### config.mk
export PLATFORM = sky130hd
export DESIGN_NAME = bin_to_bcd_seq
export DESIGN_NICKNAME = d
export VERILOG_FILES = /design/src/rtl/bin_to_bcd_seq.sv
export SDC_FILE = /design/constraint.sdc
export NUM_CORES = 1
export LEC_CHECK = 0
export CORE_MARGIN = 3
export CORE_UTILIZATION = 48
export CTS_CLUSTER_DIAMETER = 30
export DETAILED_ROUTE_END_ITERATION = 6
export PLACE_DENSITY = 0.75
export SYNTH_ARGS = -nofsm -noshare
export SYNTH_HDL_FRONTEND = slang
export SYNTH_SLANG_ARGS = --single-unit
### constraint.sdc
create_clock -name clk -period 1.8 [get_ports clk]
set_clock_uncertainty 0.1 [all_clocks]
set_input_delay 0.27 -clock clk [delete_from_list [all_inputs] [get_ports clk]]
set_output_delay 0.27 -clock clk [all_outputs]
set_load 0.01 [all_outputs]
### src/rtl/bin_to_bcd_seq.sv
// Sequential binary-to-BCD converter (shift-and-add-3) with a start/busy/done handshake.
// Optional leading-zero blank mask is enabled by defining BCD_LEADING_ZERO_BLANK_EN.
module bin_to_bcd_seq #(
  parameter int BIN_W  = 8,
  parameter int DIGITS = 3
) (
  input  logic                  clk,
  input  logic                  rst,
  input  logic                  start,
  input  logic [BIN_W-1:0]      bin_in,
  output logic                  busy,
  output logic                  done,
  output logic [4*DIGITS-1:0]   bcd_out,
  output logic                  overflow,
  output logic [DIGITS-1:0]     blank
);

  localparam int BCD_W = 4 * DIGITS;
  localparam int W     = BCD_W + BIN_W;
  localparam int CNT_W = $clog2(BIN_W + 1);

  typedef enum logic [1:0] {
    S_IDLE,
    S_SHIFT,
    S_DONE
  } state_t;

  state_t             state_q, state_d;
  logic [W-1:0]       sr_q, sr_d;
  logic [CNT_W-1:0]   cnt_q, cnt_d;
  logic               sticky_q, sticky_d;
  logic [BCD_W-1:0]   bcd_q, bcd_d;
  logic               ovf_q, ovf_d;

  logic [W-1:0]       adj;
  logic [W-1:0]       shifted;
  logic               final_ovf;

  // Per-digit add-3 on the BCD field only; digits never carry into each other.
  function automatic logic [W-1:0] add3(input logic [W-1:0] v);
    logic [W-1:0] r;
    logic [3:0]   d;
    r = v;
    for (int k = 0; k < DIGITS; k++) begin
      d = v[BIN_W+4*k +: 4];
      if (d >= 4'd5) r[BIN_W+4*k +: 4] = d + 4'd3;
    end
    return r;
  endfunction

`ifdef BCD_LEADING_ZERO_BLANK_EN
  logic [DIGITS-1:0]  blank_q, blank_d;

  // Digit k is blanked when it and every digit above it are zero; digit 0 always shows.
  function automatic logic [DIGITS-1:0] blank_mask(input logic [BCD_W-1:0] d);
    logic [DIGITS-1:0] m;
    logic              zero_above;
    m          = '0;
    zero_above = 1'b1;
    for (int k = DIGITS - 1; k >= 1; k--) begin
      if (d[4*k +: 4] != 4'd0) zero_above = 1'b0;
      m[k] = zero_above;
    end
    return m;
  endfunction
`endif

  assign adj       = add3(sr_q);
  assign shifted   = {adj[W-2:0], 1'b0};
  assign final_ovf = sticky_q | adj[W-1];

  always_comb begin
    state_d  = state_q;
    sr_d     = sr_q;
    cnt_d    = cnt_q;
    sticky_d = sticky_q;
    bcd_d    = bcd_q;
    ovf_d    = ovf_q;
`ifdef BCD_LEADING_ZERO_BLANK_EN
    blank_d  = blank_q;
`endif
    case (state_q)
      S_IDLE: begin
        if (start) begin
          sr_d     = {{BCD_W{1'b0}}, bin_in};
          cnt_d    = CNT_W'(BIN_W);
          sticky_d = 1'b0;
          state_d  = S_SHIFT;
        end
      end
      S_SHIFT: begin
        sr_d     = shifted;
        sticky_d = final_ovf;
        cnt_d    = cnt_q - CNT_W'(1);
        // Result lands on the last iteration edge so it is valid throughout the done cycle.
        if (cnt_q == CNT_W'(1)) begin
          state_d = S_DONE;
          ovf_d   = final_ovf;
          bcd_d   = final_ovf ? {DIGITS{4'h9}} : shifted[W-1:BIN_W];
`ifdef BCD_LEADING_ZERO_BLANK_EN
          blank_d = final_ovf ? '0 : blank_mask(shifted[W-1:BIN_W]);
`endif
        end
      end
      S_DONE: begin
        state_d = S_IDLE;
      end
      default: begin
        state_d = S_IDLE;
      end
    endcase
  end

  always_ff @(posedge clk) begin
    if (rst) begin
      state_q  <= S_IDLE;
      sr_q     <= '0;
      cnt_q    <= '0;
      sticky_q <= 1'b0;
      bcd_q    <= '0;
      ovf_q    <= 1'b0;
`ifdef BCD_LEADING_ZERO_BLANK_EN
      blank_q  <= '0;
`endif
    end else begin
      state_q  <= state_d;
      sr_q     <= sr_d;
      cnt_q    <= cnt_d;
      sticky_q <= sticky_d;
      bcd_q    <= bcd_d;
      ovf_q    <= ovf_d;
`ifdef BCD_LEADING_ZERO_BLANK_EN
      blank_q  <= blank_d;
`endif
    end
  end

  assign busy     = (state_q != S_IDLE);
  assign done     = (state_q == S_DONE);
  assign bcd_out  = bcd_q;
  assign overflow = ovf_q;
`ifdef BCD_LEADING_ZERO_BLANK_EN
  assign blank    = blank_q;
`else
  assign blank    = '0;
`endif

endmodule

==> results.md, run 1 <==
* Setup CP Type: reg -> reg
* Placed cell area at 0.00227 mm^2
* Root buffer cell: clkbuf_8
* Synth Warn # at 0
* Clock share of power at 32.2%
* Final hold vios at 0
* Mapped Area at 0.00193 mm^2
* Post-synthesis compound-gate area fraction at 24.2%
* Die area at 0.00482 mm^2
* Synth area leader: dfxtp_1
* Final Cell Area at 0.00241 mm^2
* Diode count at 0
* Starting Density at 51.2%
* Setup violators final at 0
* Aggregate global-route resource usage at 18.3%
* Reg2reg start: sr_q[17]
* Number of flops mapped to enable cells by yosys at 0
* Synth top area share at 41.5%
* Clock buffer count from CTS at 5
* Clock sink count at 40
* Maximum vdd drop at 0.000480 V
* Mux cell area share after synthesis at 2.27%
* Worst path arrival time at 1.84 ns
* # Max-Cap Violations at 0
* Power Density at 728 mW/mm^2
* Startpoint of the worst hold path: sr_q[13]
* Synth Area in Adders at 5.18%
* XOR/XNOR Fraction of Synth Area at 1.36%
* DRT iter0 DRCs at 108
* F_max at 576 MHz
* Drt first pass iters at 4
* Antenna violations before repair at 0
* Status: finished, final reports clean
* Max H-tree Level at 2
* Largest family of logic cells by synthesized area: compound AO/OA/AOI/OAI gates
* Worst Hold Path EP: sr_q[13]
* Synth Register Bits at 40
* R2r endpoint: bcd_out[1]
* Pleak at 0.886 nW
* Remaining DRCs at 0
* P&R area growth vs syn at 24.7%
* # fillers at 323
* Synth Area in Simple Gates at 18.0%
* Worst r2r path cells at 6
* Main synth FF type: dfxtp_1
* Via/cell ratio at 5.38
* CTS tree: built
* Avg WL per Cell at 13.9 um
* Routed wire length at 4200 um
* Cells after Synth at 223
* Crit path max fanout at 4
* Fin crit period at 1.74 ns
* CP endpoint kind: flip-flop
* Most numerous cell in the Yosys netlist: dfxtp_1
* Hold Path Depth at 2
* Final GP Congestion at 0.853
* Post-CTS Hold Fix Bufs at 0
* Post-synth cell types at 34
* Chip Height at 69.4 um
* Critical path required time at 1.90 ns
* Total grt overflow at 0
* Final Cycle Share at 96.5%
* Slew Limit Fails at 0
* Layout cells sized above 1 at 17.7%
* Seq/Total Area, Yosys at 41.5%
* Worst reg2reg setup slack at 0.06 ns
* Post-synth top cells: 40 x dfxtp_1, 25 x nor2_1, 22 x a21oi_1
* Core area at 0.00377 mm^2
* Post-synth ARST share at 0%
* Internal power at 1.30 mW
* Sequential power share at 54.5%
* Psw at 0.449 mW
* HPWL after detailed placement at 2900 um
* Remaining antenna violation count at 0
* Largest net degree at the start of global routing at 21
* Row cnt at 22
* Syn_area_per_cell at 8.66 um^2
* Hold crit path type: reg -> reg
* Clock Path Buffers at 2
* Final nets at 273
* I/O pin cnt at 29
* Vias at 1,625
* Finished Core Util at 63.9%
* First-pass GRT wire length at 7200 um
* Final Hold Slack at 0.380 ns
* Die X at 69.4 um
* Switching Share at 25.6%
* Vias in the first global route at 1,560
* Clk_lat worst skew at 0.30 ns
* Comb pwr share at 13.3%
* CP startpoint kind: flip-flop
* Clk slew on worst S/H paths at 0.08 ns
* PortBufs at 25
* Area contributors post-synth: dfxtp_1 41%, a21oi_1 5.7%, ha_1 5.2%
## cells by family after synthesis
family / Yosys count
flops: 40
other cells: 1
simple gates: 67
xor+xnor: 3
mux: 4
compound gates: 70
fa+ha+maj: 8
buf+inv: 30
## state kept, by name (all words and copies together), names as in the netlist
register,cells
cnt_q,4
overflow,1
state_q,2
sticky_q,1
sr_q,20
bcd_out,12
## power by group through the flow
stage | logic [mW] | registers [mW] | clock network, mW
after floorplan | 0.153 | 0.967 | 0
after global placement | 0.229 | 0.973 | 0
after detailed placement | 0.232 | 0.974 | 0
after CTS | 0.233 | 0.954 | 0.582
after global routing | 0.262 | 0.960 | 0.619
final | 0.233 | 0.955 | 0.565
## timing repair
action,CTS,global route
endpoints found under the setup margin,11,8
gates resized for setup,5,9
buffers inserted,0,0
pin swaps,1,3
## metal layers
layer / vias to the layer above / part of all wire, % / track usage, %
li1: 832 / - / -
met1: 751 / 46 / 23.5
met2: 35 / 48 / 28.8
met3: 7 / 5.1 / 6.09
met4: 0 / 1.4 / 6.51
met5: - / 0 / 0
## critical path, cell delays in order (launching register included)
cell	delay, ns
dfxtp_2	0.34
inv_1	0.07
ha_1	0.17
nand2b_1	0.16
nor3b_4	0.17
a211o_1	0.34
o32ai_2	0.29
## how the worst max path moves through the flow
stage / startpoint / end / slack (ns)
floorplan: sr_q[13] / bcd_out[6] / 0.14
global placement: sr_q[17] / bcd_out[0] / -0.06
detailed placement: sr_q[17] / bcd_out[8] / -0.15
CTS: sr_q[13] / bcd_out[6] / 0.02
global route: sr_q[16] / bcd_out[5] / -0.02
finish: sr_q[17] / bcd_out[1] / 0.06
## placed cells by master (no fill, tap or decap), types with 2 or more instances in the layout
cell,synthesis,routed
a211oi_1,3,3
a21oi_1,22,20
a21oi_2,0,2
a22o_1,4,4
a311oi_1,6,6
a31o_2,2,2
buf_4,3,12
clkbuf_8,0,5
clkdlybuf4s50_1,0,24
conb_1,1,3
dfxtp_1,40,37
dfxtp_2,0,3
ha_1,8,7
inv_1,14,14
mux2_2,3,3
nand2_1,15,15
nand2b_1,10,10
nand3b_1,2,2
nor2_1,25,25
nor2b_1,2,2
nor3b_1,8,7
o21ai_0,19,19
o221a_2,5,5
o32ai_2,0,4
or2_2,2,2
xnor2_1,3,3
## layout make-up
| type | instances | area (um^2) | share of cell area (%) |
|---|---|---|---|
| multi-input cells | 155 | 1050 | 43.8 |
| flip-flops and latches | 40 | 805 | 33.4 |
| repair buffers | 38 | 359 | 14.9 |
| clock buffers | 6 | 72.6 | 3.01 |
| well taps | 48 | 60.1 | 2.49 |
| inverters | 14 | 52.6 | 2.18 |
| clock inverters | 1 | 5.00 | 0.208 |
## per-stage QoR
stage	total power, mW	cells	setup TNS [ns]	setup WS (ns)
after global routing	1.84	302	-0.0826	-0.0221
after detailed placement	1.21	295	-1.18	-0.152
after global placement	1.20	295	-0.445	-0.0620
final	1.75	302	0	0.0634
after floorplan	1.12	225	0	0.139
after CTS	1.77	302	0	0.0195
Power figures use the tool's default switching activity.
==> inputs of run 2 (changes only) <==
--- a/config.mk
+++ b/config.mk
@@ -13,3 +13,4 @@
 export SYNTH_ARGS = -nofsm -noshare
 export SYNTH_HDL_FRONTEND = slang
 export SYNTH_SLANG_ARGS = --single-unit
+export TNS_END_PERCENT = 50
==> results.md, run 2 (synthesis gave the netlist of run 1 again) <==
* Status: finished, final reports clean
* Final nets at 273 (unchanged)
* Total Power at 1.75 mW (about the same)
* Critical path required time at 1.43 ns (-0.47 ns)
* First-pass GRT wire length at 7200 um (unchanged)
* # Max-Cap Violations at 0 (unchanged)
* Layout Cells excl Fill at 302 (unchanged)
* Hold crit path type: reg -> reg
* Clk slew on worst S/H paths at 0.07 ns (about the same)
* Fin crit period at 1.70 ns (-0.0369 ns)
* Root buffer cell: clkbuf_8
* P&R area growth vs syn at 24.2%
* Aggregate global-route resource usage at 18.3% (unchanged)
* CP startpoint kind: flip-flop
* Commonest non-fill, non-tap cell in the layout: dfxtp_1
* Die area at 0.00482 mm^2 (unchanged)
* Pleak at 0.894 nW (+0.96%)
* Clock buffer count from CTS at 5 (unchanged)
* I/O pin cnt at 29 (unchanged)
* Post-CTS Hold Fix Bufs at 0 (unchanged)
* Place WS at -0.152 ns (unchanged)
* Starting Density at 51.2% (unchanged)
* Worst path arrival time at 1.33 ns (-0.51 ns)
* Drt first pass iters at 4 (unchanged)
* Routed wire length at 4100 um (-2.3%)
* # fillers at 323 (unchanged)
* Vias at 1,620 (-0.31%)
* Row cnt at 22 (unchanged)
* Final GP Congestion at 0.853 (unchanged)
* Diode count at 0 (unchanged)
* Clock sink count at 40 (unchanged)
* Most frequent cells in the layout: 37 x dfxtp_1, 25 x nor2_1, 24 x clkdlybuf4s50_1
* Clock Path Buffers at 2 (unchanged)
* Avg WL per Cell at 13.6 um (-2.3%)
* Via/cell ratio at 5.36 (-0.31%)
* Power Density at 730 mW/mm^2 (+0.34%)
* Layout cells sized above 1 at 17.3% (-0.39 points)
* Setup TNS at 0 ns (unchanged)
* Remaining DRCs at 0 (unchanged)
* Final hold vios at 0 (unchanged)
* Max H-tree Level at 2 (unchanged)
* CP endpoint kind: output pin
* F_max at 588 MHz (+2.2%)
* Maximum vdd drop at 0.000481 V (about the same)
* HPWL after detailed placement at 2900 um (unchanged)
* PortBufs at 25 (unchanged)
* Final Cycle Share at 94.4% (-2.0 points)
* Antenna violations before repair at 0 (unchanged)
* # Post-CTS Setup Buffers at 0 (unchanged)
* Worst setup margin at 0.100 ns (+0.0369 ns)
* CTS tree: built
* Core area at 0.00377 mm^2 (unchanged)
* Setup violators final at 0 (unchanged)
* Total grt overflow at 0 (unchanged)
* Die X at 69.4 um (unchanged)
* Vias in the first global route at 1,560 (unchanged)
* Largest net degree at the start of global routing at 21 (unchanged)
* Placed Cells at 295 (unchanged)
* Largest register FFs at 20 (unchanged)
* Biggest register: sr_q
* Finished Core Util at 63.6% (-0.27 points)
* Clk_lat worst skew at 0.29 ns (about the same)
* Setup CP Type: reg -> out
* Slew Limit Fails at 0 (unchanged)
* Remaining antenna violation count at 0 (unchanged)
* Chip Height at 69.4 um (unchanged)
* Worst reg2reg setup slack at 0.10 ns (+0.04 ns)
* Crit path max fanout at 5 (+1)
* DRT iter0 DRCs at 86 (-20%)
## run 2: cell types whose count changed in the layout (fill, tap and decap cells not counted)
cell / previous run / this run
o32ai_1: 0 / 1
dlymetal6s2s_1: 0 / 1
dlygate4sd2_1: 1 / 0
nor3b_2: 0 / 1
o32ai_2: 4 / 3
nor3b_4: 1 / 0
## run 2: metrics by stage
stage                     instance area [um^2]  hold slack (ns)
after global routing                      2400            0.416
after floorplan                           1940            0.341
final                                     2400            0.380
after detailed placement                  2270            0.374
after CTS                                 2360            0.388
after global placement                    2270            0.361
## run 2: routing by layer
layer	global-route usage [%]	vias up	share of wire [%]
met5	0	-	0
met4	6.51	0	1.4
met3	6.09	7	5.6
met2	28.8	41	47
met1	23.5	740	46
li1	-	832	-
## run 2: layout make-up
type	count	area (um^2)	share of cell area, %
multi-input combinational	155	1040	43.4
sequential	40	805	33.5
timing repair buffer	38	363	15.1
clock buffer	6	72.6	3.03
tap	48	60.1	2.50
inverter	14	52.6	2.19
clock inverter	1	5.00	0.209
## run 2: timing repair
action | in CTS | in global routing
pin swaps | 1 | 3
resized for setup | 4 | 8
endpoints found under the setup margin | 11 | 9
## run 2: final timing paths
path / startpoint / end / cells after the start
worst max-delay path: state_q[1] / done / 2
worst min-delay path: sr_q[13] / sr_q[13] / 2
worst max register to register: sr_q[13] / bcd_out[6] / 6
worst min register to register: sr_q[13] / sr_q[13] / 2
## run 2: power by group
| group | leakage (nW) | switching (mW) | internal, mW |
|---|---|---|---|
| combinational | 0.526 | 0.114 | 0.120 |
| sequential | 0.327 | 0.0329 | 0.921 |
| clock | 0.0410 | 0.300 | 0.263 |
## run 2: critical path, stage by stage (launching register included)
cell and delay, ns:
dfxtp_1 0.37, nor2b_1 0.13, clkdlybuf4s50_1 0.53
==> inputs of run 3 (changes only) <==
--- a/config.mk
+++ b/config.mk
@@ -9,7 +9,7 @@
 export CORE_UTILIZATION = 48
 export CTS_CLUSTER_DIAMETER = 30
 export DETAILED_ROUTE_END_ITERATION = 6
-export PLACE_DENSITY = 0.75
+export PLACE_DENSITY = 0.84
 export SYNTH_ARGS = -nofsm -noshare
 export SYNTH_HDL_FRONTEND = slang
 export SYNTH_SLANG_ARGS = --single-unit
==> results.md, run 3 (synthesis gave the netlist of run 1 again) <==
* Clk_lat worst skew at 0.30 ns (about the same)
* Max H-tree Level at 2 (unchanged)
* CP startpoint kind: flip-flop
* I/O pin cnt at 29 (unchanged)
* Layout Cells excl Fill at 304 (+0.66%)
* Internal power at 1.34 mW (+3.1%)
* Clock sink count at 40 (unchanged)
* Die X at 69.4 um (unchanged)
* First-pass GRT wire length at 7090 um (-1.5%)
* # fillers at 303 (-6.2%)
* Worst reg2reg setup slack at 0.03 ns (-0.07 ns)
* Placed Cells at 294 (-0.34%)
* Crit path max fanout at 3 (-2)
* Power Density at 749 mW/mm^2 (+2.6%)
* Biggest register: sr_q
* Switching Share at 25.5% (-0.073 points)
* Layout cells sized above 1 at 18.4% (+1.0 points)
* Clock Path Buffers at 2 (unchanged)
* Worst setup margin at 0.0338 ns (-0.0665 ns)
* Vias at 1,658 (+2.3%)
* Total Power at 1.80 mW (+3.0%)
* Starting Density at 51.2% (unchanged)
* Place WS at -0.109 ns (+0.0422 ns)
* Final GP Congestion at 0.792 (-7.2%)
* Chip Height at 69.4 um (unchanged)
* Commonest non-fill, non-tap cell in the layout: dfxtp_1
* Placed cell area at 0.00225 mm^2 (-0.88%)
* F_max at 566 MHz (-3.8%)
* PortBufs at 25 (unchanged)
* Row cnt at 22 (unchanged)
* Startpoint of the worst hold path: sr_q[9]
* Vias in the first global route at 1,580 (+1.3%)
* Psw at 0.459 mW (+2.7%)
* P&R area growth vs syn at 24.6%
* Remaining DRCs at 0 (unchanged)
* Drt first pass iters at 4 (unchanged)
* Comb pwr share at 12.7% (-0.6 points)
* Most frequent cells in the layout: 36 x dfxtp_1, 25 x nor2_1, 24 x clkdlybuf4s50_1
* Pleak at 0.900 nW (+0.68%)
* Remaining antenna violation count at 0 (unchanged)
* Largest net degree at the start of global routing at 16 (-24%)
* Final Cycle Share at 98.1% (+3.7 points)
* Core area at 0.00377 mm^2 (unchanged)
* Setup violators final at 0 (unchanged)
* Critical Path Source: sr_q[13]
* # Max-Cap Violations at 0 (unchanged)
* Setup TNS at 0 ns (unchanged)
* Clk slew on worst S/H paths at 0.07 ns (about the same)
* Final nets at 274 (+0.37%)
* Hold crit path type: reg -> reg
* Total grt overflow at 0 (unchanged)
* Hold Path Depth at 2 (unchanged)
* Setup CP Type: reg -> reg
* Reg2reg start: sr_q[13]
* Aggregate global-route resource usage at 17.6% (-0.72 points)
* Status: finished, final reports clean
* CTS tree: built
* Final Hold Slack at 0.384 ns (+0.00437 ns)
* Sequential power share at 52.9% (-1.6 points)
* Slew Limit Fails at 0 (unchanged)
* Worst path arrival time at 1.87 ns (+0.54 ns)
* Reg area at 806 um^2 (+0.16%)
* Largest register FFs at 20 (unchanged)
* Final Cell Area at 0.00241 mm^2 (+0.37%)
* Routed wire length at 4120 um (+0.46%)
* Diode count at 0 (unchanged)
* Multi-input gate area at 0.00104 mm^2 (-0.24%)
* Unrepaired setup endpoints after global routing: true
* CP endpoint kind: flip-flop
* Maximum vdd drop at 0.000434 V (-9.6%)
* Clock share of power at 34.4% (+2.2 points)
* Final hold vios at 0 (unchanged)
* Critical path required time at 1.91 ns (+0.48 ns)
* Finished Core Util at 63.8% (+0.23 points)
* Avg WL per Cell at 13.5 um (-0.20%)
* HPWL after detailed placement at 2860 um (-1.2%)
* Via/cell ratio at 5.45 (+1.7%)
* Worst r2r path cells at 6 (unchanged)
* Antenna violations before repair at 0 (unchanged)
* Die area at 0.00482 mm^2 (unchanged)
* Clock buffer count from CTS at 5 (unchanged)
* Root buffer cell: clkbuf_8
* DRT iter0 DRCs at 99 (+15%)
* Fin crit period at 1.77 ns (+0.0665 ns)
==> run 3: worst paths after layout <==
check                to
min reg2reg     sr_q[9]
max          bcd_out[6]
max reg2reg  bcd_out[6]
min             sr_q[9]
==> run 3: power groups by stage <==
| stage | Combinational (mW) | Clock (mW) | Sequential, mW |
|---|---|---|---|
| final | 0.229 | 0.620 | 0.954 |
| after floorplan | 0.153 | 0 | 0.967 |
| after global placement | 0.223 | 0 | 0.973 |
| after CTS | 0.230 | 0.629 | 0.954 |
| after global routing | 0.254 | 0.667 | 0.959 |
| after detailed placement | 0.228 | 0 | 0.974 |
==> run 3: worst max-delay path: stages, from the launching register on <==
cell and delay, ns:
dfxtp_1 0.35, inv_1 0.08, ha_1 0.17, nand2b_1 0.16, a21oi_2 0.20, mux2_2 0.38, o32ai_2 0.25
==> run 3: layout make-up <==
class                      instances  area share, %
clock buffer                       6           3.43
clock inverter                     2          0.416
inverter                          14           2.18
multi-input combinational        155           43.1
sequential                        40           33.5
tap                               48           2.49
timing repair buffer              39           14.9
==> run 3: layer usage <==
metal	GRT usage [%]	wire length, um
met3	5.51	202
met2	28.9	1980
met4	5.21	31
met1	22.1	1910
met5	0	0
==> run 3: timing repair <==
action / CTS / global route
hold buffers: 0 / 0
buffers inserted: 2 / 0
pin swaps: 2 / 2
endpoints found under the setup margin: 12 / 16
resized for setup: 4 / 8
cloned: 0 / 0
